===== config.mk =====
export PLATFORM = sky130hd
export DESIGN_NAME = divu_queue
export DESIGN_NICKNAME = d
export VERILOG_FILES = /design/src/rtl/divu_queue.sv
export SDC_FILE = /design/constraint.sdc
export NUM_CORES = 1
export LEC_CHECK = 0
export CAP_MARGIN = 25
export CORE_AREA = 5 5 90 92
export CTS_BUF_LIST = sky130_fd_sc_hd__clkbuf_4 sky130_fd_sc_hd__clkbuf_8
export DETAILED_ROUTE_END_ITERATION = 7
export DIE_AREA = 0 0 95 97
export GPL_ROUTABILITY_DRIVEN = 1
export PLACE_DENSITY = 0.8
export SLEW_MARGIN = 15
export SYNTH_ARGS = -nofsm -noshare
export SYNTH_HDL_FRONTEND = slang
export SYNTH_SLANG_ARGS = --single-unit

===== constraint.sdc =====
create_clock -name clk -period 2 [get_ports clk]
set_input_delay 0.2 -clock clk [delete_from_list [all_inputs] [get_ports clk]]
set_output_delay 0.2 -clock clk [all_outputs]
set_load 0.01 [all_outputs]

===== src/rtl/divu_queue.sv =====
// Request FIFO in front of an external unsigned divider. Requests are issued one at
// a time, and each result is held until the consumer takes it.
module divu_queue #(
  parameter int WIDTH = 8,
  parameter int DEPTH = 4
) (
  input  logic             clk,
  input  logic             rst,
  input  logic             in_valid,
  output logic             in_ready,
  input  logic [WIDTH-1:0] in_a,
  input  logic [WIDTH-1:0] in_b,
  output logic             div_start,
  output logic [WIDTH-1:0] div_a,
  output logic [WIDTH-1:0] div_b,
  input  logic             div_busy,
  input  logic             div_done,
  input  logic             div_dbz,
  input  logic [WIDTH-1:0] div_val,
  input  logic [WIDTH-1:0] div_rem,
  output logic             out_valid,
  input  logic             out_ready,
  output logic [WIDTH-1:0] out_quo,
  output logic [WIDTH-1:0] out_rem,
  output logic             out_dbz
);

  localparam int AW = (DEPTH > 1) ? $clog2(DEPTH) : 1;
  localparam int CW = $clog2(DEPTH + 1);
  localparam logic [CW-1:0] FULL_COUNT = CW'(DEPTH);

  typedef enum logic [1:0] {
    S_IDLE  = 2'd0,
    S_ISSUE = 2'd1,
    S_WAIT  = 2'd2,
    S_HOLD  = 2'd3
  } state_t;

  state_t           r_state;
  logic             r_div_start;
  logic             r_out_valid;
  logic             r_out_dbz;
  logic [WIDTH-1:0] r_out_quo;
  logic [WIDTH-1:0] r_out_rem;

  logic [WIDTH-1:0] r_mem_a [DEPTH];
  logic [WIDTH-1:0] r_mem_b [DEPTH];
  logic [AW-1:0]    r_wptr;
  logic [AW-1:0]    r_rptr;
  logic [CW-1:0]    r_count;

  logic             w_push;
  logic             w_pop;

  // A full FIFO accepts nothing, even when the head is being popped this cycle.
  assign in_ready = (r_count < FULL_COUNT);
  assign w_push   = in_valid && in_ready;
  assign w_pop    = (r_state == S_ISSUE);

  // NOTE: the payload array has no reset; stale entries are never observed because
  // the pointers and count are reset, and a reset-free array maps onto plain RAM.
  always_ff @(posedge clk) begin
    if (w_push) begin
      r_mem_a[r_wptr] <= in_a;
      r_mem_b[r_wptr] <= in_b;
    end
  end

  // NOTE: every register is updated with non-blocking assignments so all blocks
  // see the same pre-edge values regardless of evaluation order.
  always_ff @(posedge clk or posedge rst) begin
    if (rst) begin
      r_wptr  <= '0;
      r_rptr  <= '0;
      r_count <= '0;
    end else begin
      if (w_push) r_wptr <= r_wptr + AW'(1);
      if (w_pop)  r_rptr <= r_rptr + AW'(1);
      case ({w_push, w_pop})
        2'b10:   r_count <= r_count + CW'(1);
        2'b01:   r_count <= r_count - CW'(1);
        default: ;
      endcase
    end
  end

  // ISSUE is only entered with a non-empty FIFO, so its pop can never underflow.
  always_ff @(posedge clk or posedge rst) begin
    if (rst) begin
      r_state     <= S_IDLE;
      r_div_start <= 1'b0;
      r_out_valid <= 1'b0;
      r_out_quo   <= '0;
      r_out_rem   <= '0;
      r_out_dbz   <= 1'b0;
    end else begin
      case (r_state)
        S_IDLE: begin
          if ((r_count != '0) && !div_busy) begin
            r_state     <= S_ISSUE;
            r_div_start <= 1'b1;
          end
        end
        S_ISSUE: begin
          r_div_start <= 1'b0;
          r_state     <= S_WAIT;
        end
        S_WAIT: begin
          if (div_done) begin
            r_out_quo   <= div_val;
            r_out_rem   <= div_rem;
            r_out_dbz   <= div_dbz;
            r_out_valid <= 1'b1;
            r_state     <= S_HOLD;
          end
        end
        S_HOLD: begin
          if (out_ready) begin
            r_out_valid <= 1'b0;
            r_state     <= S_IDLE;
          end
        end
        default: begin
          r_div_start <= 1'b0;
          r_state     <= S_IDLE;
        end
      endcase
    end
  end

  assign div_start = r_div_start;
  assign div_a     = r_mem_a[r_rptr];
  assign div_b     = r_mem_b[r_rptr];
  assign out_valid = r_out_valid;
  assign out_quo   = r_out_quo;
  assign out_rem   = r_out_rem;
  assign out_dbz   = r_out_dbz;

endmodule


After elaboration in Yosys (flattened, before gate mapping)
Memory sizes are Yosys's and may differ from the RTL's.
Cells that the tools add are included.
Storage, ports and cells
  bits in registers: 28
  bits in latches: 0
  memory bits (writable): 64
  ROM bits: 0
  input bits: 39
  output and inout bits: 36
  memories: 2
Cells by class
  add/sub/neg operators: 4
  multiply operators: 0
  div/mod/pow operators: 0
  $lt $le $gt $ge: 1
  eq/ne operators: 8
  shifts and indexed selects: 0
  muxes and demuxes: 12
  bitwise operators: 0
  reductions and logical operators: 12
Memories
  r_mem_a: words 4, width 8, read ports 1, clocked after memory_dff 0, write ports 1, line 46  | logic [WIDTH-1:0] r_mem_a [DEPTH];
  r_mem_b: words 4, width 8, read ports 1, clocked after memory_dff 0, write ports 1, line 47  | logic [WIDTH-1:0] r_mem_b [DEPTH];
Operators by type and width (count)
  $pmux 2 s4: 1
  $eq 2x2->1 const B: 3
  $mux 2: 3
  $ne 2x2->1 const B: 3
  $pmux 3 s2: 1
  $reduce_and 3->1: 2
  $reduce_bool 2->1: 3
  $mux 1: 5
  $add 2x1->2 const B: 2
  $eq 2x1->1 const B: 2
  $pmux 1 s2: 2
  $reduce_and 2->1: 2
  $add 3x1->3 const B: 1
  $lt 3x3->1 const B: 1
  $reduce_bool 3->1: 1
  $sub 3x1->3 const B: 1
  $logic_and 1x1->1: 2
  $logic_not 2->1: 1
  $logic_not 1->1: 1

Depth between registers and ports, before layout
Gate-level depths: netlist of run 1.
  depth after elaboration: 4
  gate-level depth with buffers: 9

Least setup slack after synthesis of run 1
No wires, ideal clock.
  path kind: reg-to-reg
  from: register r_state[1]
  to: register r_count[2]
  arrival time: 1.619 ns
  data required time: 1.920 ns
  slack: 0.301 ns
  stages on the path, launching flop included: 9
  path buffers: 0
  period minus slack after synthesis: 1.699 ns
  path through: dfrtp_1 inv_1 ha_1 ha_1 inv_1 fa_1 xor2_1 nor2_1 xnor2_1
Between the ends
  word-level cells in the longest chain between the ends: 3
  elaborated cells on any way between the ends: 5
RTL lines
  start: declaration: line 39  | state_t r_state;
  start signal: assignment: line 90  | r_state <= S_IDLE;
  start signal: assignment: line 100  | r_state <= S_ISSUE;
  start signal: assignment: line 106  | r_state <= S_WAIT;
  $eq 2x1->1 (*): line 58  | assign w_pop = (r_state == S_ISSUE);
  $eq 2x1->1 or $eq 2x2->1 (tied branches): line 79  | case ({w_push, w_pop})
  $pmux 3 s2 or $reduce_bool 2->1 (tied branches)
  end signal: assignment: line 80  | 2'b10: r_count <= r_count + CW'(1);
  end signal: assignment: line 81  | 2'b01: r_count <= r_count - CW'(1);
  end: declaration: line 50  | logic [CW-1:0] r_count;
Mark *: on every way between the ends. The rest lies on a longest branch, timed or not.
A chain may end at the register's enable or synchronous reset.

Worst setup path after layout of run 1
  from: register r_rptr[0]
  to: output port div_a[2]
Between the ends
  word-level cells in the longest chain between the ends: 1
RTL lines
  start: declaration: line 49  | logic [AW-1:0] r_rptr;
  start signal: assignment: line 78  | if (w_pop) r_rptr <= r_rptr + AW'(1);
  $mem_v2 4x8
  end: declaration: line 14  | output logic [WIDTH-1:0] div_a,
No other way between the ends.

==> flow_summary.rst, run 1 <==
.. list-table::
   :header-rows: 1

   * - Metric
     - Value
   * - Worst Setup Slack post-DPL
     - 0.112 ns
   * - Final count of negative-setup-slack endpoints
     - 0
   * - Relative slew slack
     - 72.5%
   * - Sort of element at the end of the critical path
     - output pin
   * - Residual DRC
     - 0
   * - Shortest period the worst path allows
     - 1.92 ns
   * - Total leakage power
     - 1.80 nW
   * - Total Routed Length
     - 6.30 mm
   * - Reg-to-reg critical path startpoint
     - r_state[1]
   * - Mapped Nets
     - 234
   * - Unrepaired setup endpoints after global routing
     - false
   * - # nets final
     - 328
   * - Total track usage
     - 14.7%
   * - Number of unique standard cell types used by synthesis
     - 28
   * - Internal power
     - 4.57 mW
   * - Share of post-route cells with drive strength above 1
     - 24.3%
   * - Result of the run
     - finished clean
   * - Antenna viol nets, final
     - 0
   * - Finished layout cell area
     - 0.00479 mm^2
   * - Synthesis warning total
     - 0
   * - Number of cell rows
     - 31
   * - Routed len/inst
     - 16.5 um
   * - PnR worst setup slack
     - 0.0793 ns
   * - Final max-slew violation count
     - 0
   * - Filler Cell Count
     - 515
   * - Most common cell after layout, fill and taps aside
     - sky130_fd_sc_hd__edfxtp_1
   * - Portion of the post-synthesis area used by sequential elements
     - 71.8%
   * - Average via count per standard cell
     - 4.95
   * - Standard cell area after detailed placement
     - 0.00461 mm^2
   * - Worst hold slack after final layout
     - 0.221 ns
   * - Type of the worst setup path
     - register to output pin
   * - Synth Flop Type
     - sky130_fd_sc_hd__edfxtp_1
   * - Hold buffers post-CTS
     - 0
   * - Critical R2R Capture
     - r_count[2]
   * - Placed wire-length estimate after detailed placement
     - 4.51 mm
   * - Maximum number of pins on one net before global-route repair
     - 29
   * - Clock transition time at the flip-flop clock pins of the worst setup and hold paths
     - 0.09 ns
   * - Hold violation total from the final report
     - 0
   * - Die outline area
     - 0.00922 mm^2
   * - Floorplan core area
     - 0.00714 mm^2
   * - Worst Hold Class
     - input port to async pin
   * - Count of flip-flops with a built-in enable after synthesis
     - 64
   * - TritonCTS clock tree
     - built
   * - Startpoint class of the critical path
     - register
   * - Arrival time of data at the critical path endpoint
     - 1.72 ns
   * - Setup TNS
     - 0 ns
   * - Number of instances in the synthesized netlist
     - 185
   * - Detailed Routing Iterations Pass 1
     - 5
   * - Combinational share of power
     - 40.1%
   * - Worst Reg2Reg Path Length in Cells
     - 8
   * - Final critical-path share of the clock period
     - 96.0%
   * - Switching portion of total power
     - 30.0%
   * - Most frequent cells in the layout
     - sky130_fd_sc_hd__edfxtp_1 (64), sky130_fd_sc_hd__clkdlybuf4s50_1 (58), sky130_fd_sc_hd__dfrtp_1 (27)
   * - Share of total power in the clock network
     - 17.1%
   * - Power share of the sequential group
     - 42.8%
   * - Residual overflow from global routing
     - 0
   * - Max-cap violation count
     - 0
   * - Transition time at the pin with the least slew margin
     - 0.411 ns
   * - Num ports
     - 75
   * - Clock latency reported for the late side of the worst-skew pair
     - 0.34 ns
   * - Die span in x
     - 95 um
   * - Netlist area before placement
     - 0.00365 mm^2
   * - Antenna violations before repair
     - 0
   * - P_sw
     - 1.96 mW
   * - Clock net sink count
     - 92
   * - Chip height
     - 97 um
   * - Number of global-route vias before repair
     - 2062
   * - CTS Root Cell
     - sky130_fd_sc_hd__clkbuf_8
   * - Clock tree skew after final layout
     - 0.0102 ns
   * - CP Data Required Time
     - 1.80 ns
   * - Effective utilization at floorplan
     - 51.2%
   * - Largest vdd supply drop
     - 780 uV
   * - TritonCTS Buffers
     - 9
   * - Wire length of the first global-routing pass
     - 10.3 mm
   * - Asr flop ratio synth
     - 30.4%
   * - Worst-path fanout max
     - 9
   * - Detailed Route Iter0 Violations
     - 29
   * - Total number of vias
     - 1897
   * - Flops & latches, synth
     - 92
   * - Maximum number of buffers from clock root to sink
     - 2
   * - Count of inserted antenna diode cells
     - 0
   * - Routability congestion estimate from global placement
     - 0.708
   * - Layout overhead on the synthesized area
     - 31.1%
   * - Mean post-synth cell area
     - 19.8 um^2
   * - Fmax achieved
     - 0.521 GHz
   * - # H-tree levels
     - 3
   * - Pwr dens
     - 1370 mW/mm^2
   * - Register-to-register setup slack
     - 0.19 ns
   * - PortBufs
     - 74
## per-layer routing
metal | global-route usage (%) | wire, um
met5 | 0 | 0
met3 | 5.20 | 481
met4 | 5.33 | 82
met1 | 18.8 | 2650
met2 | 23.0 | 3090
## worst max path at each step
stage	from	to	slack [ns]	cells after the start
global route	r_rptr[0]	div_a[1]	0.009	3
finish	r_rptr[0]	div_a[2]	0.08	3
detailed placement	in_valid	r_count[2]	0.11	9
global placement	in_valid	r_count[2]	0.19	9
floorplan	r_state[1]	r_count[2]	0.30	8
CTS	r_rptr[0]	div_b[7]	-0.01	3
## power groups by stage
stage               sequential, mW  clock (mW)  combinational (mW)
detailed placement            2.82           0                2.77
finish                        2.80        1.12                2.62
global placement              2.80           0                2.72
CTS                           2.79        1.16                2.65
global route                  2.86        1.24                2.85
floorplan                     2.85           0                1.48
## logic make-up (layout without fill, tap and decap cells)
logic type      after synthesis  count (layout)  synth area share [%]
simple gates                 16              16                  3.42
xor+xnor                      6               6                  1.44
mux                          34              34                  15.7
fa+ha+maj                    10              10                  3.63
compound gates                9               9                  1.44
flops                        92              92                  71.8
buf+inv                      18             117                  2.60
## timing repair
item	in CTS	in global routing
hold endpoints to repair	0	0
gates resized for setup	18	5
setup endpoints to repair	16	7
setup buffers	0	0
## cell type report
| class | instances | area (um^2) | share of cell area [%] |
|---|---|---|---|
| inverters | 12 | 45.0 | 0.940 |
| clock inverters | 5 | 35.0 | 0.731 |
| flip-flops and latches | 92 | 2620 | 54.8 |
| well taps | 99 | 124 | 2.59 |
| clock buffers | 11 | 145 | 3.03 |
| multi-input cells | 75 | 937 | 19.6 |
| repair buffers | 89 | 880 | 18.4 |
## synth_stat cells, types with 2 or more instances
cell type	count	area, um^2
sky130_fd_sc_hd__edfxtp_1	64	1920
sky130_fd_sc_hd__dfrtp_1	28	701
sky130_fd_sc_hd__mux2_2	17	191
sky130_fd_sc_hd__mux4_2	14	315
sky130_fd_sc_hd__inv_1	12	45.0
sky130_fd_sc_hd__ha_1	9	113
sky130_fd_sc_hd__o21ai_0	6	30.0
sky130_fd_sc_hd__and2_1	5	31.3
sky130_fd_sc_hd__xnor2_1	4	35.0
sky130_fd_sc_hd__buf_2	3	15.0
sky130_fd_sc_hd__nand2_1	3	11.3
sky130_fd_sc_hd__mux4_1	2	52.6
sky130_fd_sc_hd__nor2b_1	2	12.5
sky130_fd_sc_hd__xor2_1	2	17.5
## registers in the layout, indices dropped and copies added, names as in the netlist
register,count
out_quo,8
r_state,2
r_wptr,2
out_rem,8
out_valid,1
div_start,1
r_count,3
r_rptr,2
r_mem_b,32
out_dbz,1
r_mem_a,32
## critical path, stage by stage (launching register included)
cell	delay (ns)
sky130_fd_sc_hd__dfrtp_2	0.42
sky130_fd_sc_hd__buf_12	0.16
sky130_fd_sc_hd__mux4_2	0.50
sky130_fd_sc_hd__dlygate4sd2_1	0.30
## metrics by stage
step,power [mW],std cells,utilization [%]
detailed placement,5.59,367,64.6
finish,6.54,383,67.1
global placement,5.52,367,64.6
global route,6.96,383,67.1
floorplan,4.33,185,-
CTS,6.60,383,66.9
Power figures use the tool's default switching activity.
==> run 2: changes to the inputs <==
--- a/config.mk
+++ b/config.mk
@@ -5,11 +5,11 @@
 export SDC_FILE = /design/constraint.sdc
 export NUM_CORES = 1
 export LEC_CHECK = 0
-export CAP_MARGIN = 25
-export CORE_AREA = 5 5 90 92
+export CAP_MARGIN = 30
+export CORE_AREA = 2 2 87 89
 export CTS_BUF_LIST = sky130_fd_sc_hd__clkbuf_4 sky130_fd_sc_hd__clkbuf_8
 export DETAILED_ROUTE_END_ITERATION = 7
-export DIE_AREA = 0 0 95 97
+export DIE_AREA = 0 0 89 91
 export GPL_ROUTABILITY_DRIVEN = 1
 export PLACE_DENSITY = 0.8
 export SLEW_MARGIN = 15
==> run 2 against run 1 <==
Power grew 1.9%. Final area grew 0.47%. Maximum frequency shrank 1.5%. Worst setup slack lost 0.030 ns. Register-to-register slack is essentially flat. Clock skew shrank 0.0041 ns. Global-route usage grew 2.0 points. Clock-buffer cell count shrank 1. Sequential share of layout area shrank 0.28 points. First-iteration DRC count grew to 2.5 times the previous value. Critical path type unchanged.
==> flow_summary.rst, run 2 (same netlist as run 1, synthesis figures left out) <==
.. list-table::
   :header-rows: 1

   * - Metric
     - Value
   * - Effective utilization at floorplan
     - 51.2%
   * - Highest routing layer actually used
     - met4
   * - Most common cell after layout, fill and taps aside
     - sky130_fd_sc_hd__edfxtp_1
   * - Met2 wire length
     - 3.25 mm
   * - Result of the run
     - finished clean
   * - # nets final
     - 325
   * - Placed wire-length estimate after detailed placement
     - 4.33 mm
   * - Total track usage
     - 16.7%
   * - Hold buffers post-CTS
     - 0
   * - Max-cap violation count
     - 0
   * - Clock latency reported for the late side of the worst-skew pair
     - 0.34 ns
   * - Worst Reg2Reg Path Length in Cells
     - 8
   * - Switching portion of total power
     - 29.8%
   * - Transition time at the pin with the least slew margin
     - 0.402 ns
   * - Clock net sink count
     - 92
   * - Final critical-path share of the clock period
     - 97.5%
   * - Antenna violations before repair
     - 0
   * - Critical R2R Capture
     - r_count[2]
   * - Startpoint class of the critical path
     - register
   * - Arrival time of data at the critical path endpoint
     - 1.75 ns
   * - Final count of negative-setup-slack endpoints
     - 0
   * - Sort of element at the end of the critical path
     - output pin
   * - Power share of the sequential group
     - 41.8%
   * - Fmax achieved
     - 0.513 GHz
   * - Type of the worst setup path
     - register to output pin
   * - Total Routed Length
     - 6.35 mm
   * - Relative slew slack
     - 73.1%
   * - Chip height
     - 91 um
   * - Largest regs
     - r_mem_a: 32 flops, r_mem_b: 32 flops
   * - Total met3 wirelength after detailed routing
     - 388 um
   * - Routed len/inst
     - 16.7 um
   * - Number of cell rows
     - 31
   * - Antenna viol nets, final
     - 0
   * - CTS Root Cell
     - sky130_fd_sc_hd__clkbuf_8
   * - Average via count per standard cell
     - 5.05
   * - CP Data Required Time
     - 1.80 ns
   * - Register-to-register setup slack
     - 0.19 ns
   * - PortBufs
     - 74
   * - Maximum number of buffers from clock root to sink
     - 2
   * - Wire length on met1
     - 2.66 mm
   * - Shortest period the worst path allows
     - 1.95 ns
   * - Final total power
     - 6.66 mW
   * - Worst-path fanout max
     - 7
   * - TritonCTS Buffers
     - 9
   * - Num ports
     - 75
   * - Count of inserted antenna diode cells
     - 0
   * - Internal power
     - 4.67 mW
   * - Most frequent cells in the layout
     - sky130_fd_sc_hd__edfxtp_1 (64), sky130_fd_sc_hd__clkdlybuf4s50_1 (58), sky130_fd_sc_hd__dfrtp_1 (28)
   * - Wire length of the first global-routing pass
     - 10.1 mm
   * - # H-tree levels
     - 3
   * - Hold violation total from the final report
     - 0
   * - Number of global-route vias before repair
     - 2041
   * - Final max-slew violation count
     - 0
   * - Clock tree skew after final layout
     - 0.00609 ns
   * - Maximum number of pins on one net before global-route repair
     - 29
   * - Filler Cell Count
     - 504
   * - Largest vdd supply drop
     - 766 uV
   * - Detailed Route Iter0 Violations
     - 73
   * - Share of total power in the clock network
     - 18.3%
   * - Layout overhead on the synthesized area
     - 31.7%
   * - Residual overflow from global routing
     - 0
   * - Finished Layout Cells
     - 380
   * - Pwr dens
     - 1380 mW/mm^2
   * - Reg-to-reg critical path startpoint
     - r_state[1]
   * - Total leakage power
     - 1.79 nW
   * - Detailed Routing Iterations Pass 1
     - 4
   * - Placed Cells
     - 363
   * - Setup TNS
     - 0 ns
   * - Unrepaired setup endpoints after global routing
     - false
   * - End-of-flow core utilization
     - 67.4%
   * - TritonCTS clock tree
     - built
   * - Clock transition time at the flip-flop clock pins of the worst setup and hold paths
     - 0.09 ns
   * - Die outline area
     - 0.00810 mm^2
   * - Share of post-route cells with drive strength above 1
     - 22.8%
   * - Die span in x
     - 89 um
   * - Total number of vias
     - 1919
   * - Residual DRC
     - 0
   * - Combinational share of power
     - 39.9%
   * - P_sw
     - 1.99 mW
   * - Worst Hold Class
     - input port to async pin
   * - Floorplan core area
     - 0.00714 mm^2
   * - Routability congestion estimate from global placement
     - 0.700
run 2: area by class of cell:
class	count	area [um^2]	share of cell area [%]
multi-input combinational	75	937	19.5
inverter	12	45.0	0.936
sequential	92	2620	54.5
clock buffer	10	131	2.73
clock inverter	6	63.8	1.33
timing repair buffer	86	888	18.5
tap	99	124	2.57
run 2: worst max path at each step:
stage,from,endpoint,slack [ns],cells past startpoint
3_5_place_dp,in_valid,r_count[2],0.12,9
6_report,r_rptr[0],div_b[7],0.05,3
4_1_cts,r_rptr[0],div_b[7],-0.003,3
3_3_place_gp,in_valid,r_count[2],0.19,9
5_1_grt,r_state[1],r_count[2],0.0003,8
2_1_floorplan,r_state[1],r_count[2],0.30,8
run 2: stage by stage:
step,setup slack [ns],area (um^2),hold slack (ns)
after global placement,0.188,4600,0.487
after global routing,0.000297,4810,0.271
final,0.0491,4810,0.232
after floorplan,0.301,3650,0.265
after detailed placement,0.125,4600,0.494
after CTS,-0.00279,4800,0.230
run 2: power by group through the flow:
stage	clock, mW	combinational, mW	sequential, mW
2_1_floorplan	0	1.48	2.85
3_3_place_gp	0	2.71	2.77
3_5_place_dp	0	2.77	2.81
4_1_cts	1.25	2.68	2.79
5_1_grt	1.32	2.90	2.83
6_report	1.22	2.66	2.78
run 2: critical path: stages (launching register included):
cell and delay (ns):
sky130_fd_sc_hd__dfrtp_1 0.42, sky130_fd_sc_hd__buf_6 0.18, sky130_fd_sc_hd__mux4_1 0.56, sky130_fd_sc_hd__clkdlybuf4s15_1 0.25
run 2: what timing repair did:
item	4_1_cts	5_1_grt
endpoints found under the setup margin	16	9
cloned	0	0
gates resized for setup	20	9
setup buffers	1	0
run 2: metal layers:
metal  global-route usage, %  vias to the layer above
met5                       0                        -
met3                    5.00                        5
met2                    27.5                       64
met1                    20.8                      965
met4                    5.97                        0
li1                        -                      885
